===== config.mk =====
export PLATFORM = sky130hd
export DESIGN_NAME = rom_loader_flat
export DESIGN_NICKNAME = d
export VERILOG_FILES = /design/src/rtl/rom_loader_pkg.sv /design/src/rtl/rom_loader_if.sv /design/src/rtl/rom_loader.sv /design/src/flat_wrapper.sv
export SDC_FILE = /design/constraint.sdc
export NUM_CORES = 1
export LEC_CHECK = 0
export BUFFER_PORTS_ARGS = -buffer_cell sky130_fd_sc_hd__buf_4
export CORE_UTILIZATION = 45
export DETAILED_ROUTE_END_ITERATION = 8
export SLEW_MARGIN = 20
export SYNTH_ARGS = -nofsm -noshare
export SYNTH_HDL_FRONTEND = slang
export SYNTH_SLANG_ARGS = --single-unit

===== constraint.sdc =====
create_clock -name clk -period 6.94 [get_ports clk]
set_input_delay 1.041 -clock clk [delete_from_list [all_inputs] [get_ports clk]]
set_output_delay 1.041 -clock clk [all_outputs]
set_load 0.03 [all_outputs]

===== src/rtl/rom_loader_pkg.sv =====
// rom_loader_pkg
//   Shared definitions for the expansion-ROM loader:
//   - state_t    : loader FSM encoding (also exported on the debug port)
//   - SIG0/SIG1  : required values of image bytes 0 and 1
//   - UNIT_BYTES : size of one length unit declared in image byte 2
package rom_loader_pkg;

    typedef enum logic [2:0] {
        ST_IDLE    = 3'd0,
        ST_LOAD    = 3'd1,
        ST_FILL    = 3'd2,
        ST_FIX_RD  = 3'd3,
        ST_FIX_CAP = 3'd4,
        ST_FIX_WR  = 3'd5,
        ST_DONE    = 3'd6
    } state_t;

    localparam logic [7:0] SIG0       = 8'h55;
    localparam logic [7:0] SIG1       = 8'hAA;
    localparam int         UNIT_BYTES = 512;

endpackage


===== src/rtl/rom_loader_if.sv =====
// rom_loader_if
//   Bundles the byte-stream input and the RAM port of the ROM loader.
//   Stream handshake: a byte is transferred on a rising clock edge where
//   in_valid and in_ready are both high; in_data/in_last are only meaningful
//   while in_valid is high and must be held until that edge.
//   modport master : the loader (consumes the stream, drives the RAM port)
//   modport slave  : the environment (stream source and the RAM itself)
//   Signals:
//     in_data[7:0], in_valid, in_last  stream byte, valid, final-byte marker
//     in_ready                         loader accepts bytes
//     rom_address, rom_din             RAM word address / write data
//     rom_wren, rom_enable             RAM write enable / port enable
//     rom_dout[31:0]                   RAM read data (one cycle after read edge)
interface rom_loader_if #(
    parameter int ADDR_W = 9
);
    logic [7:0]        in_data;
    logic              in_valid;
    logic              in_last;
    logic              in_ready;
    logic [ADDR_W-1:0] rom_address;
    logic [31:0]       rom_din;
    logic              rom_wren;
    logic              rom_enable;
    logic [31:0]       rom_dout;

    modport master (
        input  in_data, in_valid, in_last, rom_dout,
        output in_ready, rom_address, rom_din, rom_wren, rom_enable
    );

    modport slave (
        output in_data, in_valid, in_last, rom_dout,
        input  in_ready, rom_address, rom_din, rom_wren, rom_enable
    );

endinterface


===== src/rtl/rom_loader.sv =====
// rom_loader
//   Writer side of the 512x32 expansion-ROM RAM. Packs an incoming byte stream
//   little-endian into 32-bit words, zero-fills up to the image length declared
//   in header byte 2 (512-byte units) and patches the final image byte so the
//   8-bit sum of all image bytes is zero.
//   Ports:
//     clk, rst     clock, asynchronous active-high reset
//     start        one-cycle pulse, begins a load when idle
//     bus          rom_loader_if.master: byte stream in, RAM port out
//     busy         high from start until the cycle after done
//     done         one-cycle completion pulse
//     err_sig      header signature mismatch (sticky until next start)
//     err_len      bad/missing length byte or stream overrun (sticky)
//     checksum     value written into the final image byte
//     dbg_state    current FSM state
module rom_loader
    import rom_loader_pkg::*;
#(
    parameter int ADDR_W    = 9,
    parameter int MAX_UNITS = 4
) (
    input  logic          clk,
    input  logic          rst,
    input  logic          start,
    rom_loader_if.master  bus,
    output logic          busy,
    output logic          done,
    output logic          err_sig,
    output logic          err_len,
    output logic [7:0]    checksum,
    output state_t        dbg_state
);

    // Byte index needs one bit more than the byte address so it can hold N
    // itself (it saturates there once the image is full).
    localparam int IDX_W  = ADDR_W + 3;
    localparam int UNIT_W = $clog2(MAX_UNITS + 1);
    localparam int WPU    = UNIT_BYTES / 4;

    state_t             state;
    logic [IDX_W-1:0]   idx;
    logic [31:0]        pack;
    logic [7:0]         sum;
    logic [UNIT_W-1:0]  units;
    logic [ADDR_W-1:0]  fill_addr;
    logic [23:0]        captured;
    logic               cap_wait;

    logic               accept;
    logic               in_range;
    logic               sum_en;
    logic               sig_bad;
    logic               len_bad;
    logic [1:0]         lane;
    logic [31:0]        pack_nx;
    logic [UNIT_W-1:0]  units_nx;
    logic [IDX_W-1:0]   n_bytes;
    logic [IDX_W-1:0]   nwords_nx;
    logic [IDX_W-1:0]   next_word;
    logic [ADDR_W-1:0]  last_word;

    assign dbg_state = state;

    always_comb begin
        accept    = (state == ST_LOAD) && bus.in_valid && bus.in_ready;
        lane      = idx[1:0];
        n_bytes   = IDX_W'(units) * IDX_W'(UNIT_BYTES);
        last_word = ADDR_W'((n_bytes >> 2) - IDX_W'(1));
        in_range  = idx < n_bytes;
        // The final image byte is replaced by the checksum, so it is not summed.
        sum_en    = idx < (n_bytes - IDX_W'(1));

        // Lanes above the current one are already zero: pack is cleared on
        // every word write, which gives the zero-padded final partial word.
        pack_nx                  = pack;
        pack_nx[8*lane +: 8]     = bus.in_data;

        units_nx = units;
        len_bad  = 1'b0;
        if (idx == IDX_W'(2)) begin
            if (bus.in_data == 8'd0 || bus.in_data > 8'(MAX_UNITS)) begin
                units_nx = UNIT_W'(MAX_UNITS);
                len_bad  = 1'b1;
            end else begin
                units_nx = bus.in_data[UNIT_W-1:0];
            end
        end
        if (bus.in_last && idx < IDX_W'(2)) len_bad = 1'b1;
        if (!in_range)                       len_bad = 1'b1;

        sig_bad = err_sig
                || (idx == IDX_W'(0) && bus.in_data != SIG0)
                || (idx == IDX_W'(1) && bus.in_data != SIG1);

        // Uses the length as it will be after this byte, in case the final
        // stream byte is the length byte itself.
        nwords_nx = IDX_W'(units_nx) * IDX_W'(WPU);
        // First word not covered by the stream. When idx has saturated at N
        // this is beyond the image, so no fill is started.
        next_word = (idx >> 2) + IDX_W'(1);
    end

    always_ff @(posedge clk or posedge rst) begin
        if (rst) begin
            state           <= ST_IDLE;
            idx             <= '0;
            pack            <= '0;
            sum             <= '0;
            units           <= '0;
            fill_addr       <= '0;
            captured        <= '0;
            cap_wait        <= 1'b0;
            bus.in_ready    <= 1'b0;
            bus.rom_address <= '0;
            bus.rom_din     <= '0;
            bus.rom_wren    <= 1'b0;
            bus.rom_enable  <= 1'b0;
            busy            <= 1'b0;
            done            <= 1'b0;
            err_sig         <= 1'b0;
            err_len         <= 1'b0;
            checksum        <= '0;
        end else begin
            bus.rom_wren   <= 1'b0;
            bus.rom_enable <= 1'b0;
            done           <= 1'b0;

            case (state)
                ST_IDLE: begin
                    if (start) begin
                        err_sig      <= 1'b0;
                        err_len      <= 1'b0;
                        checksum     <= '0;
                        idx          <= '0;
                        pack         <= '0;
                        sum          <= '0;
                        // Assume the largest image until byte 2 says otherwise.
                        units        <= UNIT_W'(MAX_UNITS);
                        busy         <= 1'b1;
                        bus.in_ready <= 1'b1;
                        state        <= ST_LOAD;
                    end
                end

                ST_LOAD: begin
                    if (accept) begin
                        if (sum_en)  sum     <= sum + bus.in_data;
                        if (len_bad) err_len <= 1'b1;
                        if (sig_bad) err_sig <= 1'b1;
                        units <= units_nx;

                        // Bytes past the image are accepted and dropped.
                        if (in_range) begin
                            idx <= idx + IDX_W'(1);
                            if (lane == 2'd3 || bus.in_last) begin
                                bus.rom_wren    <= 1'b1;
                                bus.rom_enable  <= 1'b1;
                                bus.rom_address <= idx[ADDR_W+1:2];
                                bus.rom_din     <= pack_nx;
                                pack            <= '0;
                            end else begin
                                pack <= pack_nx;
                            end
                        end

                        if (bus.in_last) begin
                            bus.in_ready <= 1'b0;
                            if (sig_bad) begin
                                done  <= 1'b1;
                                state <= ST_DONE;
                            end else if (next_word < nwords_nx) begin
                                fill_addr <= ADDR_W'(next_word);
                                state     <= ST_FILL;
                            end else begin
                                state <= ST_FIX_RD;
                            end
                        end
                    end
                end

                ST_FILL: begin
                    bus.rom_wren    <= 1'b1;
                    bus.rom_enable  <= 1'b1;
                    bus.rom_address <= fill_addr;
                    bus.rom_din     <= '0;
                    if (fill_addr == last_word) state <= ST_FIX_RD;
                    else fill_addr <= fill_addr + ADDR_W'(1);
                end

                ST_FIX_RD: begin
                    bus.rom_enable  <= 1'b1;
                    bus.rom_address <= last_word;
                    cap_wait        <= 1'b0;
                    state           <= ST_FIX_CAP;
                end

                // The read request is on the port for the first FIX_CAP cycle;
                // the RAM samples it at the end of that cycle, so rom_dout is
                // valid one cycle later.
                ST_FIX_CAP: begin
                    if (!cap_wait) begin
                        cap_wait <= 1'b1;
                    end else begin
                        captured <= bus.rom_dout[23:0];
                        state    <= ST_FIX_WR;
                    end
                end

                ST_FIX_WR: begin
                    bus.rom_wren    <= 1'b1;
                    bus.rom_enable  <= 1'b1;
                    bus.rom_address <= last_word;
                    bus.rom_din     <= {8'd0 - sum, captured};
                    checksum        <= 8'd0 - sum;
                    done            <= 1'b1;
                    state           <= ST_DONE;
                end

                ST_DONE: begin
                    busy  <= 1'b0;
                    state <= ST_IDLE;
                end

                default: state <= ST_IDLE;
            endcase
        end
    end

endmodule


===== src/flat_wrapper.sv =====
// flat-port wrapper written by rule: the top's interface ports become plain ports
module rom_loader_flat import rom_loader_pkg::*;
#(
    parameter int ADDR_W    = 9,
    parameter int MAX_UNITS = 4
)
  (clk, rst, start, busy, done, err_sig, err_len, checksum, dbg_state, bus_in_data, bus_in_valid, bus_in_last, bus_rom_dout, bus_in_ready, bus_rom_address, bus_rom_din, bus_rom_wren, bus_rom_enable);
  rom_loader_if #(.ADDR_W(ADDR_W)) bus_i ();
  input  logic clk;
  input  logic rst;
  input  logic start;
  output logic busy;
  output logic done;
  output logic err_sig;
  output logic err_len;
  output logic [7:0] checksum;
  output state_t dbg_state;
  input wire logic [$bits(bus_i.in_data)-1:0] bus_in_data;
  input wire logic [$bits(bus_i.in_valid)-1:0] bus_in_valid;
  input wire logic [$bits(bus_i.in_last)-1:0] bus_in_last;
  input wire logic [$bits(bus_i.rom_dout)-1:0] bus_rom_dout;
  output wire logic [$bits(bus_i.in_ready)-1:0] bus_in_ready;
  output wire logic [$bits(bus_i.rom_address)-1:0] bus_rom_address;
  output wire logic [$bits(bus_i.rom_din)-1:0] bus_rom_din;
  output wire logic [$bits(bus_i.rom_wren)-1:0] bus_rom_wren;
  output wire logic [$bits(bus_i.rom_enable)-1:0] bus_rom_enable;
  assign bus_i.in_data = bus_in_data;
  assign bus_i.in_valid = bus_in_valid;
  assign bus_i.in_last = bus_in_last;
  assign bus_i.rom_dout = bus_rom_dout;
  assign bus_in_ready = bus_i.in_ready;
  assign bus_rom_address = bus_i.rom_address;
  assign bus_rom_din = bus_i.rom_din;
  assign bus_rom_wren = bus_i.rom_wren;
  assign bus_rom_enable = bus_i.rom_enable;
  rom_loader #(.ADDR_W(ADDR_W), .MAX_UNITS(MAX_UNITS)) u_core (.clk(clk), .rst(rst), .start(start), .bus(bus_i), .busy(busy), .done(done), .err_sig(err_sig), .err_len(err_len), .checksum(checksum), .dbg_state(dbg_state));
endmodule

==> After elaboration in Yosys (flattened, before gate mapping) <==
Cells that the tools add are included.
{ "classes": {"mux": 68, "n_addsub": 8, "n_reduce_logical": 35, "eq_ne": 25, "n_lt_le_gt_ge": 5, "shift": 2} }
{ "op_table": {"columns": ["op", "count"], "rows": [
  ["32-bit two-way mux", 7],
  ["32-bit one-hot mux with 3 select lines", 1],
  ["9-bit two-way mux", 8],
  ["32-bit one-hot mux with 2 select lines", 1],
  ["12-bit two-way mux", 3],
  ["5-bit negation with 34-bit output", 1],
  ["8-bit by 34-bit variable shift with 32-bit output (first input constant)", 1],
  ["8-bit by 34-bit indexed part select with 32-bit output", 1],
  ["32-bit bitwise mux", 1],
  ["8-bit one-hot mux with 2 select lines", 2],
  ["3-bit two-way mux", 10],
  ["4-bit AND reduction", 7],
  ["9-bit one-hot mux with 3 select lines", 1],
  ["12-bit less-than comparator", 2],
  ["8-bit two-way mux", 3],
  ["12-bit one-hot mux with 2 select lines", 1],
  ["1-bit two-way mux", 19],
  ["3-bit one-hot mux with 6 select lines", 1],
  ["9-bit one-hot mux with 2 select lines", 1],
  ["1-bit one-hot mux with 2 select lines", 8],
  ["2-bit by 1-bit inequality test with 1-bit output (second input constant)", 7],
  ["12-bit by 1-bit adder with 12-bit output (second input constant)", 1],
  ["12-bit by 1-bit == test with 1-bit output (second input constant)", 1],
  ["12-bit by 2-bit == test with 1-bit output (second input constant)", 1],
  ["31 further kinds", 54]
]} }
{ "totals": {"in_bits": 45, "word_cells": 161, "output_inout_bits": 59, "reg_bits": 148} }

==> Depth between registers and ports, before layout <==
Gate-level depths: netlist of the first run.
{ "depth": {"ltp_word": 10, "ltp_mapped": 15, "mapped_depth_nobuf": 13} }

==> Least setup slack after synthesis of the first run <==
OpenSTA, ideal clock, no wires.
{ "synth_timing": {"path_type": "input -> register", "from": "in bus_in_data[5]", "to": "reg u_core.fill_addr[4]", "setup_slack_ps": 3547, "setup_time_ps": 131, "t_arrival_ps": 3262, "required_ps": 6809, "path_stages": 13, "n_path_buf": 2, "cell_sequence": "or3_1 > nor4_1 > nand3b_1 > o21ai_0 > ha_1 > a21oi_1 > nand2_1 > o21ai_0 > a31o_1 > buf_6 > and2_1 > buf_6 > a22oi_1"} }
{ "synth_via": {"elab_chain_len": 7, "word_cells_on_any_way": 15, "classes_between": "order compare: 2; eq/ne: 4; mux: 2; reduce/logical: 7"} }
{ "synth_lines": {"columns": ["element", "line", "source"], "rows": [
  ["start, declared", "flat_wrapper.sv:18", "input wire logic [$bits(bus_i.in_data)-1:0] bus_in_data;"],
  ["8-bit by 3-bit > comparator with 1-bit output / 8-bit zero test (equally long branches)", "rom_loader.sv:81", "if (bus.in_data == 8'd0 || bus.in_data > 8'(MAX_UNITS)) begin"],
  ["1-bit logical OR", "rom_loader.sv:81", null],
  ["3-bit two-way mux", "rom_loader.sv:81", null],
  ["3-bit two-way mux", "rom_loader.sv:80", "if (idx == IDX_W'(2)) begin"],
  ["12-bit by 10-bit less-than comparator with 1-bit output", "rom_loader.sv:171", "end else if (next_word < nwords_nx) begin"],
  ["2-bit inequality test (no line)", null, null],
  ["6-bit AND reduction (no line) (*)", null, null],
  ["end signal, assigned", "rom_loader.sv:172", "fill_addr <= ADDR_W'(next_word);"],
  ["end signal, assigned", "rom_loader.sv:187", "else fill_addr <= fill_addr + ADDR_W'(1);"],
  ["end, declared", "rom_loader.sv:45", "logic [ADDR_W-1:0] fill_addr;"]
]} }
Mark *: on every way between the ends. The rest lies on a longest branch, timed or not.
A chain may end at the register's enable or synchronous reset.

==> Worst setup path after layout of the first run <==
{ "layout_timing": {"from": "reg u_core.idx[0]", "to": "reg u_core.fill_addr[2]"} }
{ "layout_via": {"elab_chain_len": 6, "word_cells_on_any_way": 12, "classes_between": "order compare: 1; eq/ne: 4; mux: 1; reduce/logical: 6"} }
{ "layout_lines": {"columns": ["element", "line", "source"], "rows": [
  ["start, declared", "rom_loader.sv:41", "logic [IDX_W-1:0] idx;"],
  ["start signal, assigned", "rom_loader.sv:154", "idx <= idx + IDX_W'(1);"],
  ["parallel branches: the longest is 5 deep, another holds 12-bit by 10-bit less-than comparator with 1-bit output", null, null],
  ["6-bit AND reduction (no line) (*)", null, null]
]} }
Mark *: on every way between the ends.

==> results of run 1 <==
## critical path: stages (launching register included)
cell	delay, ns
dfrtp_1	0.46
inv_1	0.21
ha_1	0.49
nand2_1	0.17
nor3_2	0.36
nand3b_1	0.12
o21ai_0	0.15
ha_1	0.31
a21oi_1	0.23
nand2_1	0.10
o21ai_0	0.16
a31o_1	0.37
and2_1	0.38
a21oi_1	0.13
## synth_stat cells (4+ instances only)
library cell,number
o31ai_1,35
nand3_1,21
o211ai_1,14
xor2_1,9
inv_1,22
o21a_1,11
xnor2_1,16
or3_1,8
nor2b_1,34
a31oi_1,9
and3_1,9
nor2_1,60
a21o_1,4
a21oi_1,88
dfrtp_1,148
nor4_1,4
o21ai_0,53
and2_1,4
clkbuf_1,43
mux2_2,34
nand2_1,123
nor3_1,12
nand4_1,8
a22o_1,8
or2_2,5
ha_1,27
o21bai_1,4
## logic make-up after synthesis
| family | share of synthesized area (%) |
|---|---|
| mux | 5.06 |
| xor+xnor | 2.75 |
| flops | 46.5 |
| simple gates | 18.6 |
| compound gates | 18.9 |
| buf+inv | 3.65 |
| fa+ha+maj | 4.50 |
## final timing paths
kind                       cells past startpoint                endpoint  slack, ns
min in group asynchronous                      2  u_core.bus.rom_din[16]       0.80
hold reg to reg                                2         u_core.pack[12]       0.47
max in group asynchronous                      3      u_core.checksum[0]       4.93
setup / recovery                              13     u_core.fill_addr[2]       3.15
hold / removal                                 2         u_core.pack[12]       0.47
setup reg to reg                              13     u_core.fill_addr[2]       3.15
## sequential cells by signal (all words and copies together) (netlist names)
name                    flops
u_core.bus.in_ready         1
u_core.bus.rom_wren         1
u_core.units                3
u_core.bus.rom_enable       1
u_core.bus.rom_address      9
u_core.err_len              1
u_core.done                 1
u_core.idx                 12
u_core.busy                 1
u_core.bus.rom_din         32
u_core.fill_addr            9
u_core.cap_wait             1
u_core.pack                32
u_core.dbg_state            3
u_core.sum                  8
u_core.captured            24
u_core.checksum             8
u_core.err_sig              1
## layout make-up
class	instances	area, um^2
Inverter	22	87.6
Clock buffer	18	439
Timing Repair Buffer	107	803
Tap cell	225	282
Multi-Input combinational cell	644	3990
Fill cell	1597	7850
Clock inverter	13	149
Sequential cell	148	3700
## metrics by stage
stage	setup WS [ns]	area [um^2]	power [W]	hold WS, ns	util [%]
2_1_floorplan	1.92	7960	0.000903	0.441	-
3_3_place_gp	2.89	8850	0.000933	0.451	51.2
3_5_place_dp	2.82	8850	0.000935	0.458	51.2
4_1_cts	3.18	9440	0.00187	0.471	54.6
5_1_grt	2.80	9450	0.00190	0.492	54.6
6_report	3.15	9450	0.00185	0.468	54.6
## report_power, final
| part | leakage, nW | internal [W] | switching (W) |
|---|---|---|---|
| combinational | 2.05 | 0.0000187 | 0.0000356 |
| sequential | 1.97 | 0.000863 | 0 |
| clock | 0.285 | 0.000543 | 0.000385 |
## layer usage
metal	GRT usage, %	vias to the layer above
li1	-	3211
met1	32.5	3298
met2	38.1	215
met3	4.77	34
met4	8.11	0
met5	0	-
==> reports/metrics.cfg, run 1 <==
[power_and_ir_drop]
p_leak_nw=4.31
power_density_nw_per_um2=195
ir_worst_vdd_uv=171

[cells_and_area]
final_cell_mix=dfrtp_1, nand2_1, buf_4
instances_no_fill=1177
fin_nets=1013
n_antenna_cell=0
syn_to_final_growth_pct=18.8
layout-drive-gt1-share_pct=19.4
mostFrequentLayoutCell=dfrtp_1

[detailed_routing]
wl_per_cell_um=17.6
ant_nets=0
num_vias=6758
dr.max_layer_used=met4
first_pass_iters=5
met1_length_mm=9.38
drc=0
drtIter0Drc=417
routed_wl_mm=20.7
wl_met3_mm=1.09
avgViaCountPerCell=5.74
met2_length_mm=9.90

[global_routing]
grt_pass1_vias=6467
grt_max_degree=97
track_usage_pct=23.9
grt_first_pass_wirelength_mm=34.0
grt_overflow=0
antenna_found_initial=0

[yosys]
yosysTopAreaCell=dfrtp_1
mappedNetlistArea_um2=7960
synth_ff_type=dfrtp_1
async_reset_ff_share_pct=100
ys_top_cells_by_area=dfrtp_1, nand2_1, a21oi_1, mux2_2, ha_1
syn_area_per_cell_um2=9.22
ys_types=57
synth_nets=936
yosysWarnings=0
synth_top_area_share_pct=46.5
synth_edf_count=0
synth_cells=863
ys_seq_area_share_pct=46.5
ys_ff_latch=148

[sta]
slew_violations=0
setup_viol=0
grt_setup_unrepaired=no
period_minus_slack_ns=3.79
fin_skew_ns=0.00901
period_share_pct=54.6
finalHoldViolCount=0
slew_headroom_pct=30.0
setup_tns_ns=0
max_freq_mhz=264
worst_pin_slew_ns=1.05

[clock_network]
cts_hold_buf=0
clk_latency_ns=0.43
cts_root_buffer=clkbuf_16
cts-htree-levels=4
cts.clk_slew.worst_paths_ns=0.06
cts_sinks=148
cts_resized=0
numCtsBuffers=17
cts_setup_buffers=0
cts_tree=built
clock_path_buffers=2

[setup_path]
cp-start-kind=flip-flop
r2r-start=u_core.idx[0]
cp-end-kind=flip-flop
critical_path_required_ns=7.22
path_max_fanout=10
criticalPathCategory=reg -> reg
critPathArrivalTime_ns=4.07
cp-startpoint=u_core.idx[0]

[placed_design]
portBuffers=95
hpwlAfterDp_mm=14.3
dp.cells=1145
gp_congestion=0.860

[die]
coreArea_um2=17300
die_w_um=135
die-area_um2=18200
start_util_pct=46.0
die_h_um=135
io-pin-count=104
core.rowCount=48

[worst_hold_path]
worstHoldStart=u_core.pack[12]
hp-class=reg -> reg

[run_status]
outcome=finished, final reports clean

[job]
maxCapViolCount=0

Note: power is estimated with default switching activity, not from simulation.
==> inputs of run 2 (changes only) <==
==> constraint.sdc (replaced) <==
create_clock -name clk -period 3.85 [get_ports clk]
set_input_delay 0.5775 -clock clk [delete_from_list [all_inputs] [get_ports clk]]
set_output_delay 0.5775 -clock clk [all_outputs]
set_load 0.03 [all_outputs]
==> run 2 against run 1 <==
Compared with the run above:
- clock power increased by 82%
- largest power group unchanged
- sequential share of layout area shrank 0.50 points
- core utilization is 0.71 points higher
==> reports/metrics.cfg, run 2 (synthesized netlist as in run 1, its figures left out) <==
[placed_design]
gp_congestion=0.849
portBuffers=95
pre_cts_ws_ns=0.524
hpwlAfterDp_mm=14.6
place_area_um2=8950

[detailed_routing]
num_vias=6737
routed_wl_mm=20.9
drc=0
avgViaCountPerCell=5.68
first_pass_iters=5
ant_nets=0
drtIter0Drc=430
wl_per_cell_um=17.6

[setup_path]
criticalPathCategory=reg -> reg
cp-end-kind=flip-flop
r2r_setup_slack_ns=0.44
critical-path-top-delay-family=simple AND/OR/NAND/NOR gates
cp_num_cells=11
critPathArrivalTime_ns=3.69
crit_path_max_incr_delay_ns=0.61
path_max_fanout=9
crit_slowest_cell=or4_4
reg2reg_depth=11
crit_top_cell=o21ai_0
critical_path_required_ns=4.13
crit_buf_inv=0
cp-start-kind=flip-flop
path_cells=or4_4, nor3_2, nand3b_1, o21ai_0, ha_1, a21oi_1, nand2_1, o21ai_0, a31o_1, and2_1, a31oi_1

[run_status]
outcome=finished, final reports clean

[power_and_ir_drop]
p_leak_nw=4.36
ir_worst_vdd_uv=317
power_density_nw_per_um2=350

[die]
core.rowCount=48
die-area_um2=18200
coreArea_um2=17300
die_w_um=135
die_h_um=135
start_util_pct=46.0
io-pin-count=104

[clock_network]
cts_setup_buffers=0
clk_latency_ns=0.43
numCtsBuffers=17
cts_sinks=148
cts.clk_slew.worst_paths_ns=0.06
clock_path_buffers=2
cts_resized=0
cts_root_buffer=clkbuf_16
cts-htree-levels=4
cts_tree=built
cts_hold_buf=0

[sta]
worst_pin_slew_ns=1.03
period_minus_slack_ns=3.41
setup_viol=0
max_freq_mhz=294
hold_slack_ns=0.133
slew_headroom_pct=31.0
layout_setup_ws_ns=0.443
slew_violations=0
grt_setup_unrepaired=no
finalHoldViolCount=0
setup_tns_ns=0
period_share_pct=88.5
fin_skew_ns=0.00730

[cells_and_area]
final_area_um2=9570
fin_nets=1022
syn_to_final_growth_pct=20.3
post-route-util_pct=55.3
layout-drive-gt1-share_pct=20.2
mostFrequentLayoutCell=dfrtp_1
largestRegisters=u_core.bus.rom_din: 32 flops, u_core.pack: 32 flops, u_core.captured: 24 flops
fillers=1561
final_cell_mix=dfrtp_1, nand2_1, buf_4
n_antenna_cell=0

[global_routing]
grt_pass1_vias=6670
track_usage_pct=24.0
grt_first_pass_wirelength_mm=34.3
grt_overflow=0
antenna_found_initial=0
grt_max_degree=55

[job]
maxCapViolCount=0

[worst_hold_path]
hp-class=in -> async

## run 2: final timing paths
check	startpoint	to
worst max register to register	u_core.idx[5]	u_core.fill_addr[1]
min in group clk	bus_rom_dout[21]	u_core.captured[21]
max in group asynchronous	rst	u_core.cap_wait
worst min-delay path	rst	u_core.captured[15]
worst min register to register	u_core.pack[19]	u_core.pack[19]
worst max-delay path	u_core.idx[5]	u_core.fill_addr[1]
## run 2: power breakdown
part,internal [W],switching [W]
clock,0.000997,0.000697
sequential,0.00156,0
combinational,0.0000393,0.0000661
total,0.00259,0.000763
## run 2: cell type report
type,instances,area (um^2),area share [%]
inverters,22,86.3,0.902
clock buffers,19,453,4.73
well taps,225,282,2.94
flip-flops and latches,148,3700,38.7
multi-input cells,644,3980,41.6
repair buffers,116,921,9.62
clock inverters,12,146,1.53
## run 2: per-layer routing
layer / wire [um] / up-vias / global-route usage, %
li1: - / 3231 / -
met1: 9630 / 3300 / 33.0
met2: 9910 / 183 / 38.4
met3: 1020 / 23 / 4.77
met4: 295 / 0 / 7.12
met5: 0 / - / 0
## run 2: through the flow
step	instances	power, W
CTS	1185	0.00339
global route	1186	0.00346
detailed placement	1154	0.00169
global placement	1154	0.00169
floorplan	863	0.00163
finish	1186	0.00335
